## config.mk

```make
export PLATFORM = sky130hd
export DESIGN_NAME = qtree_loader
export DESIGN_NICKNAME = d
export VERILOG_FILES = /design/src/rtl/qtree_loader_pkg.sv /design/src/rtl/qtree_loader_fifo.sv /design/src/rtl/qtree_loader.sv
export SDC_FILE = /design/constraint.sdc
export NUM_CORES = 1
export LEC_CHECK = 0
export CORE_MARGIN = 2
export CORE_UTILIZATION = 52
export DETAILED_ROUTE_END_ITERATION = 8
export PLACE_DENSITY_LB_ADDON = 0.1
export SETUP_SLACK_MARGIN = 0.3
export SLEW_MARGIN = 25
export SYNTH_ARGS = -nofsm -noshare
export SYNTH_HDL_FRONTEND = slang
export SYNTH_SLANG_ARGS = --single-unit
```

## constraint.sdc

```tcl
create_clock -name clk_i -period 8.85 [get_ports clk_i]
set_input_delay 1.77 -clock clk_i [delete_from_list [all_inputs] [get_ports clk_i]]
set_output_delay 1.77 -clock clk_i [all_outputs]
set_load 0.05 [all_outputs]
```

## src/rtl/qtree_loader_pkg.sv

```systemverilog
// rtl/qtree_loader_pkg.sv - shared types and helpers for the quadtree loader
// Provides the node record payload type, the loader FSM state encoding and
// the per-stage address width function used by the loader and its users.
package qtree_loader_pkg;

  localparam int D_WIDTH_DEF = 16;

  // Node thresholds as stored in each qstage RAM word.
  typedef struct packed {
    logic [D_WIDTH_DEF-1:0] l;
    logic [D_WIDTH_DEF-1:0] m;
    logic [D_WIDTH_DEF-1:0] r;
  } ram_data_t;

  typedef enum logic [1:0] {
    ST_IDLE    = 2'd0,
    ST_DRAIN   = 2'd1,
    ST_WRITE   = 2'd2,
    ST_RELEASE = 2'd3
  } ld_state_t;

  // Stage s holds 4**s nodes, so it needs 2*s address bits (at least one).
  function automatic int stage_aw(input int s);
    return (2 * s > 1) ? 2 * s : 1;
  endfunction

endpackage

```

## src/rtl/qtree_loader_fifo.sv

```systemverilog
// rtl/qtree_loader_fifo.sv - synchronous record buffer for the quadtree loader
// Ports: push_i/data_i write side, pop_i/data_o read side (data_o shows the
// head entry while not empty), full_o/empty_o/count_o status. A push when full
// or a pop when empty is ignored.
module qtree_loader_fifo #(
  parameter int WIDTH = 8,
  parameter int DEPTH = 8
) (
  input  logic                     clk_i,
  input  logic                     rst_i,
  input  logic                     push_i,
  input  logic [WIDTH-1:0]         data_i,
  input  logic                     pop_i,
  output logic [WIDTH-1:0]         data_o,
  output logic                     full_o,
  output logic                     empty_o,
  output logic [$clog2(DEPTH):0]   count_o
);

  localparam int AW = $clog2(DEPTH);
  localparam int CW = AW + 1;

  logic [WIDTH-1:0] mem_q [DEPTH];
  logic [AW-1:0]    wptr_q, wptr_d;
  logic [AW-1:0]    rptr_q, rptr_d;
  logic [CW-1:0]    cnt_q, cnt_d;
  logic             do_push, do_pop;

  assign full_o  = (cnt_q == CW'(DEPTH));
  assign empty_o = (cnt_q == '0);
  assign count_o = cnt_q;
  assign data_o  = mem_q[rptr_q];

  assign do_push = push_i & ~full_o;
  assign do_pop  = pop_i & ~empty_o;

  always_comb begin
    wptr_d = wptr_q;
    rptr_d = rptr_q;
    cnt_d  = cnt_q;
    // Pointers wrap naturally because DEPTH is a power of two.
    if (do_push) wptr_d = wptr_q + 1'b1;
    if (do_pop)  rptr_d = rptr_q + 1'b1;
    case ({do_push, do_pop})
      2'b10:   cnt_d = cnt_q + 1'b1;
      2'b01:   cnt_d = cnt_q - 1'b1;
      default: cnt_d = cnt_q;
    endcase
  end

  always_ff @(posedge clk_i or posedge rst_i) begin
    if (rst_i) begin
      wptr_q <= '0;
      rptr_q <= '0;
      cnt_q  <= '0;
    end else begin
      wptr_q <= wptr_d;
      rptr_q <= rptr_d;
      cnt_q  <= cnt_d;
    end
  end

  // Storage needs no reset; only pointers and count define validity.
  always_ff @(posedge clk_i) begin
    if (do_push) mem_q[wptr_q] <= data_i;
  end

endmodule

```

## src/rtl/qtree_loader.sv

```systemverilog
// rtl/qtree_loader.sv - batch write controller for the quadtree lookup pipeline
// Ports: in_* record stream from the host (valid/ready, stage/addr/data/last),
// lookup_hold_o stalls upstream lookups, stage_wr_* drives the qstage write
// ports, busy_o/err_o/err_clr_i/wr_cnt_o give status.
module qtree_loader
  import qtree_loader_pkg::*;
#(
  parameter int STAGES     = 4,
  parameter int D_WIDTH    = 16,
  parameter int FIFO_DEPTH = 8,
  parameter int DRAIN_CYC  = 2 * STAGES
) (
  input  logic                                         clk_i,
  input  logic                                         rst_i,
  input  logic                                         in_valid_i,
  output logic                                         in_ready_o,
  input  logic [((STAGES > 1) ? $clog2(STAGES) : 1)-1:0] in_stage_i,
  input  logic [2*(STAGES-1)-1:0]                      in_addr_i,
  input  logic [3*D_WIDTH-1:0]                         in_data_i,
  input  logic                                         in_last_i,
  output logic                                         lookup_hold_o,
  output logic [STAGES-1:0]                            stage_wr_en_o,
  output logic [2*(STAGES-1)-1:0]                      stage_wr_addr_o,
  output logic [3*D_WIDTH-1:0]                         stage_wr_data_o,
  output logic                                         busy_o,
  output logic                                         err_o,
  input  logic                                         err_clr_i,
  output logic [15:0]                                  wr_cnt_o
);

  localparam int MAX_AW = 2 * (STAGES - 1);
  localparam int SW     = (STAGES > 1) ? $clog2(STAGES) : 1;
  localparam int DW     = 3 * D_WIDTH;
  localparam int RW     = SW + MAX_AW + DW + 1;
  localparam int CNTW   = $clog2(DRAIN_CYC + 1);

  ld_state_t               state_q, state_d;
  logic [CNTW-1:0]         cnt_q, cnt_d;
  logic                    hold_q, hold_d;
  logic [STAGES-1:0]       wr_en_q, wr_en_d;
  logic [MAX_AW-1:0]       wr_addr_q, wr_addr_d;
  logic [DW-1:0]           wr_data_q, wr_data_d;
  logic                    err_q, err_d;
  logic [15:0]             wr_cnt_q, wr_cnt_d;
  logic                    rdy_en_q;

  logic [RW-1:0]           fifo_din, fifo_dout;
  logic                    fifo_full, fifo_empty, fifo_pop, fifo_push;
  logic [$clog2(FIFO_DEPTH):0] fifo_count;

  logic [SW-1:0]           rec_stage;
  logic [MAX_AW-1:0]       rec_addr;
  logic [DW-1:0]           rec_data;
  logic                    rec_last;
  logic                    rec_ok;

  // rdy_en_q keeps ready low while reset is applied and for no longer.
  assign in_ready_o = rdy_en_q & ~fifo_full;
  assign fifo_push  = in_valid_i & in_ready_o;
  assign fifo_din   = {in_stage_i, in_addr_i, in_data_i, in_last_i};

  qtree_loader_fifo #(
    .WIDTH (RW),
    .DEPTH (FIFO_DEPTH)
  ) u_fifo (
    .clk_i   (clk_i),
    .rst_i   (rst_i),
    .push_i  (fifo_push),
    .data_i  (fifo_din),
    .pop_i   (fifo_pop),
    .data_o  (fifo_dout),
    .full_o  (fifo_full),
    .empty_o (fifo_empty),
    .count_o (fifo_count)
  );

  assign rec_stage = fifo_dout[RW-1 -: SW];
  assign rec_addr  = fifo_dout[RW-SW-1 -: MAX_AW];
  assign rec_data  = fifo_dout[DW:1];
  assign rec_last  = fifo_dout[0];

  // A record is writable only if its stage exists and its address fits
  // inside that stage's narrower address space.
  always_comb begin
    rec_ok = 1'b0;
    if (int'(rec_stage) < STAGES) begin
      rec_ok = ((32'(rec_addr) >> stage_aw(int'(rec_stage))) == 32'd0);
    end
  end

  always_comb begin
    state_d   = state_q;
    cnt_d     = cnt_q;
    hold_d    = hold_q;
    wr_en_d   = '0;
    wr_addr_d = wr_addr_q;
    wr_data_d = wr_data_q;
    err_d     = err_q;
    wr_cnt_d  = wr_cnt_q;
    fifo_pop  = 1'b0;

    // A drop later in this block overrides the clear.
    if (err_clr_i) err_d = 1'b0;

    case (state_q)
      ST_IDLE: begin
        if (fifo_count != '0) begin
          state_d = ST_DRAIN;
          hold_d  = 1'b1;
          cnt_d   = CNTW'(DRAIN_CYC - 1);
        end
      end
      ST_DRAIN: begin
        if (cnt_q == '0) state_d = ST_WRITE;
        else             cnt_d   = cnt_q - 1'b1;
      end
      ST_WRITE: begin
        // An empty FIFO before the closing record just waits with hold kept.
        if (!fifo_empty) begin
          fifo_pop = 1'b1;
          if (rec_ok) begin
            wr_en_d   = STAGES'(1) << rec_stage;
            wr_addr_d = rec_addr;
            wr_data_d = rec_data;
            wr_cnt_d  = wr_cnt_q + 16'd1;
          end else begin
            err_d = 1'b1;
          end
          if (rec_last) state_d = ST_RELEASE;
        end
      end
      ST_RELEASE: begin
        hold_d  = 1'b0;
        state_d = ST_IDLE;
      end
      default: state_d = ST_IDLE;
    endcase
  end

  always_ff @(posedge clk_i or posedge rst_i) begin
    if (rst_i) begin
      state_q   <= ST_IDLE;
      cnt_q     <= '0;
      hold_q    <= 1'b0;
      wr_en_q   <= '0;
      wr_addr_q <= '0;
      wr_data_q <= '0;
      err_q     <= 1'b0;
      wr_cnt_q  <= '0;
      rdy_en_q  <= 1'b0;
    end else begin
      state_q   <= state_d;
      cnt_q     <= cnt_d;
      hold_q    <= hold_d;
      wr_en_q   <= wr_en_d;
      wr_addr_q <= wr_addr_d;
      wr_data_q <= wr_data_d;
      err_q     <= err_d;
      wr_cnt_q  <= wr_cnt_d;
      rdy_en_q  <= 1'b1;
    end
  end

  assign lookup_hold_o   = hold_q;
  assign stage_wr_en_o   = wr_en_q;
  assign stage_wr_addr_o = wr_addr_q;
  assign stage_wr_data_o = wr_data_q;
  assign busy_o          = (state_q != ST_IDLE);
  assign err_o           = err_q;
  assign wr_cnt_o        = wr_cnt_q;

endmodule

```

==> impl_metrics.ini <==
[detailed_routing]
vias = 9859
via_per_inst = 5.595
first_pass_iters = 5
totalWireLength_mm = 38.17
drc = 0
first_iter_violations = 677
drt-wirelength-per-cell_microns = 21.66
antenna_left = 0

[synthesis]
syn_area_per_cell_sq_um = 20.29
ys_warn_count = 0
synthArstFlopShare = 0.1694
ys_seq_elements = 549
synth_compound_area_frac = 0.02054
yosys.cell_types.count = 44
synth_most_common_cell = edfxtp_1
synth_flop_cell = edfxtp_1
yosys-top-cells-area = edfxtp_1, mux4_2, dfrtp_1
synthCells = 1027
yosysSeqAreaShare = 0.7688
synth_simple_gate_area_frac = 0.02678
synth_common_cells = edfxtp_1, mux4_2, dfrtp_1
yosys-mux-area-fraction = 0.1528
yosysTopAreaCell = edfxtp_1
syn_nets = 1100
mappedNetlistArea_sq_um = 20840
synth_top_family_by_area = multiplexers
synth_xor_area_frac = 0.009247
synth_edf_count = 456
synth-adder-area-share = 0.007566
synth.top_cell.area_share = 0.6571

[final_layout]
regArea_sq_um = 16030
drive_gt1_frac = 0.1796
postLayoutCoreUtil = 0.6210
multi_input_area_sq_um = 4586
area_growth_pct = 18.13
layout.nets = 1264
instances_no_fill = 1762
fillers = 2815

[sta]
fmax_mhz = 246.8
finClkSkew_ns = 0.01490
drv_slew = 0
fin_ws_ns = 4.799
fin_setup_tns_ns = 0
worst_pin_slew_ns = 1.003
hold_viol = 0
relSlewSlack = 0.3311
post-route-min-period_ns = 4.051
rsz0062_at_grt = no
setup_violations = 0
fin_crit_sh = 0.4577

[power_and_ir_drop]
cellLeakagePower_nw = 8.323
ir_drop_mv = 0.1728
cellPowerDensity_nw_per_um2 = 333.3
fin_total_pwr_mw = 8.204

[clocking]
clk_latency_ns = 0.57
postCtsResizedCells = 0
h-tree-depth = 2
hold_buffers = 0
clk_path_buf_depth = 3
clk_pin_slew_ns = 0.06
cts_buffers = 54
cts_tree = yes
cts.sinks = 549
root_buffer = clkbuf_16
postCtsSetupBuffers = 0

[global_routing]
grt_pass1_vias = 10250
grt_max_degree = 70
antenna_found_initial = 2
overflow = 0
grt_pass1_wl_mm = 59.49
grt_util_all_layers = 0.1893

[critical_path]
crit_arrival_ns = 2.28
path_max_fanout = 5
startpoint_type = flip-flop
r2r_setup_slack_ns = 4.84
critPathRequiredTime_ns = 7.08
worstSetupPathType = reg2out
endpoint_kind = output pin

[floorplan]
ios = 139
dieArea_sq_um = 41690
fp.coreArea_sq_um = 39640
rows = 73
start_util = 0.5257
die_y_microns = 204.2
die_w_microns = 204.2

[min_path]
hold_class = reg2reg

[job]
drv_cap = 0

[place]
gp_congestion = 0.7511
hpwl_mm = 20.82
dp_slack_ns = 4.558
dpl.cell_count = 1660
portBuffers = 138

[run_status]
outcome = finished clean
[cells by family after synthesis]
family | count (synthesis)
flops | 549
fa+ha+maj | 12
other cells | 1
mux | 175
xor+xnor | 22
simple gates | 128
buf+inv | 61
compound gates | 79
[per-layer routing]
metal | vias up | wire length, microns | GRT usage
met3 | 37 | 1646 | 0.03284
met2 | 205 | 19320 | 0.3182
li1 | 4417 | - | -
met4 | 2 | 502 | 0.04270
met5 | - | 13 | 0
met1 | 5198 | 16690 | 0.2628
[layout make-up]
cell class	instances	area share
antenna	1	0.0001017
clock buffer	79	0.06120
clock inverter	22	0.01042
inverter	15	0.002389
multi-input combinational	417	0.1863
sequential	549	0.6513
tap	525	0.02668
timing repair buffer	154	0.06166
[where the power goes]
part	leakage [nW]	switching, mW	total [mW]	internal (mW)
combinational	2.24	1.47	2.55	1.07
sequential	5.22	0.256	3.41	3.15
clock	0.864	0.893	2.24	1.35
total	8.32	2.62	8.20	5.58
[worst max-delay path: stages, from the launching register on]
cell and delay [ns]:
dfrtp_1 0.43, nor3_1 0.08, a21boi_0 0.33, clkdlybuf4s50_1 0.87
[per-stage QoR]
step | hold WS (ns) | area (sq um)
4_1_cts | 0.4833 | 24610
3_5_place_dp | 0.4706 | 22850
2_1_floorplan | 0.4497 | 20840
5_1_grt | 0.4917 | 24610
3_3_place_gp | 0.4641 | 22830
6_report | 0.4744 | 24620
[final timing paths]
path | start | to | cells after the start
max | u_fifo.count_o[0] | in_ready_o | 3
min | lookup_hold_o | lookup_hold_o | 2
max reg2reg | u_fifo.rptr_q[1] | wr_cnt_o[1] | 6
min reg2reg | lookup_hold_o | lookup_hold_o | 2
max in group asynchronous | rst_i | u_fifo.rptr_q[2] | 3
min in group asynchronous | rst_i | stage_wr_data_o[47] | 2
[layout by cell type (no fill, tap or decap), drive strengths merged, types with 26 or more instances in the layout]
master / n
mux2i: 57
a21oi: 62
edfxtp: 456
nor2: 68
dfrtp: 93
mux4: 114
nand2: 26
clkbuf: 79
clkdlybuf4s50: 138
[state kept, by name, summed over array words and instances (netlist names), 4 cells and up]
name,cells
cnt_q,4
stage_wr_addr_o,6
stage_wr_data_o,48
stage_wr_en_o,4
u_fifo.count_o,4
u_fifo.mem_q,456
wr_cnt_o,16
Power figures use the tool's default switching activity.
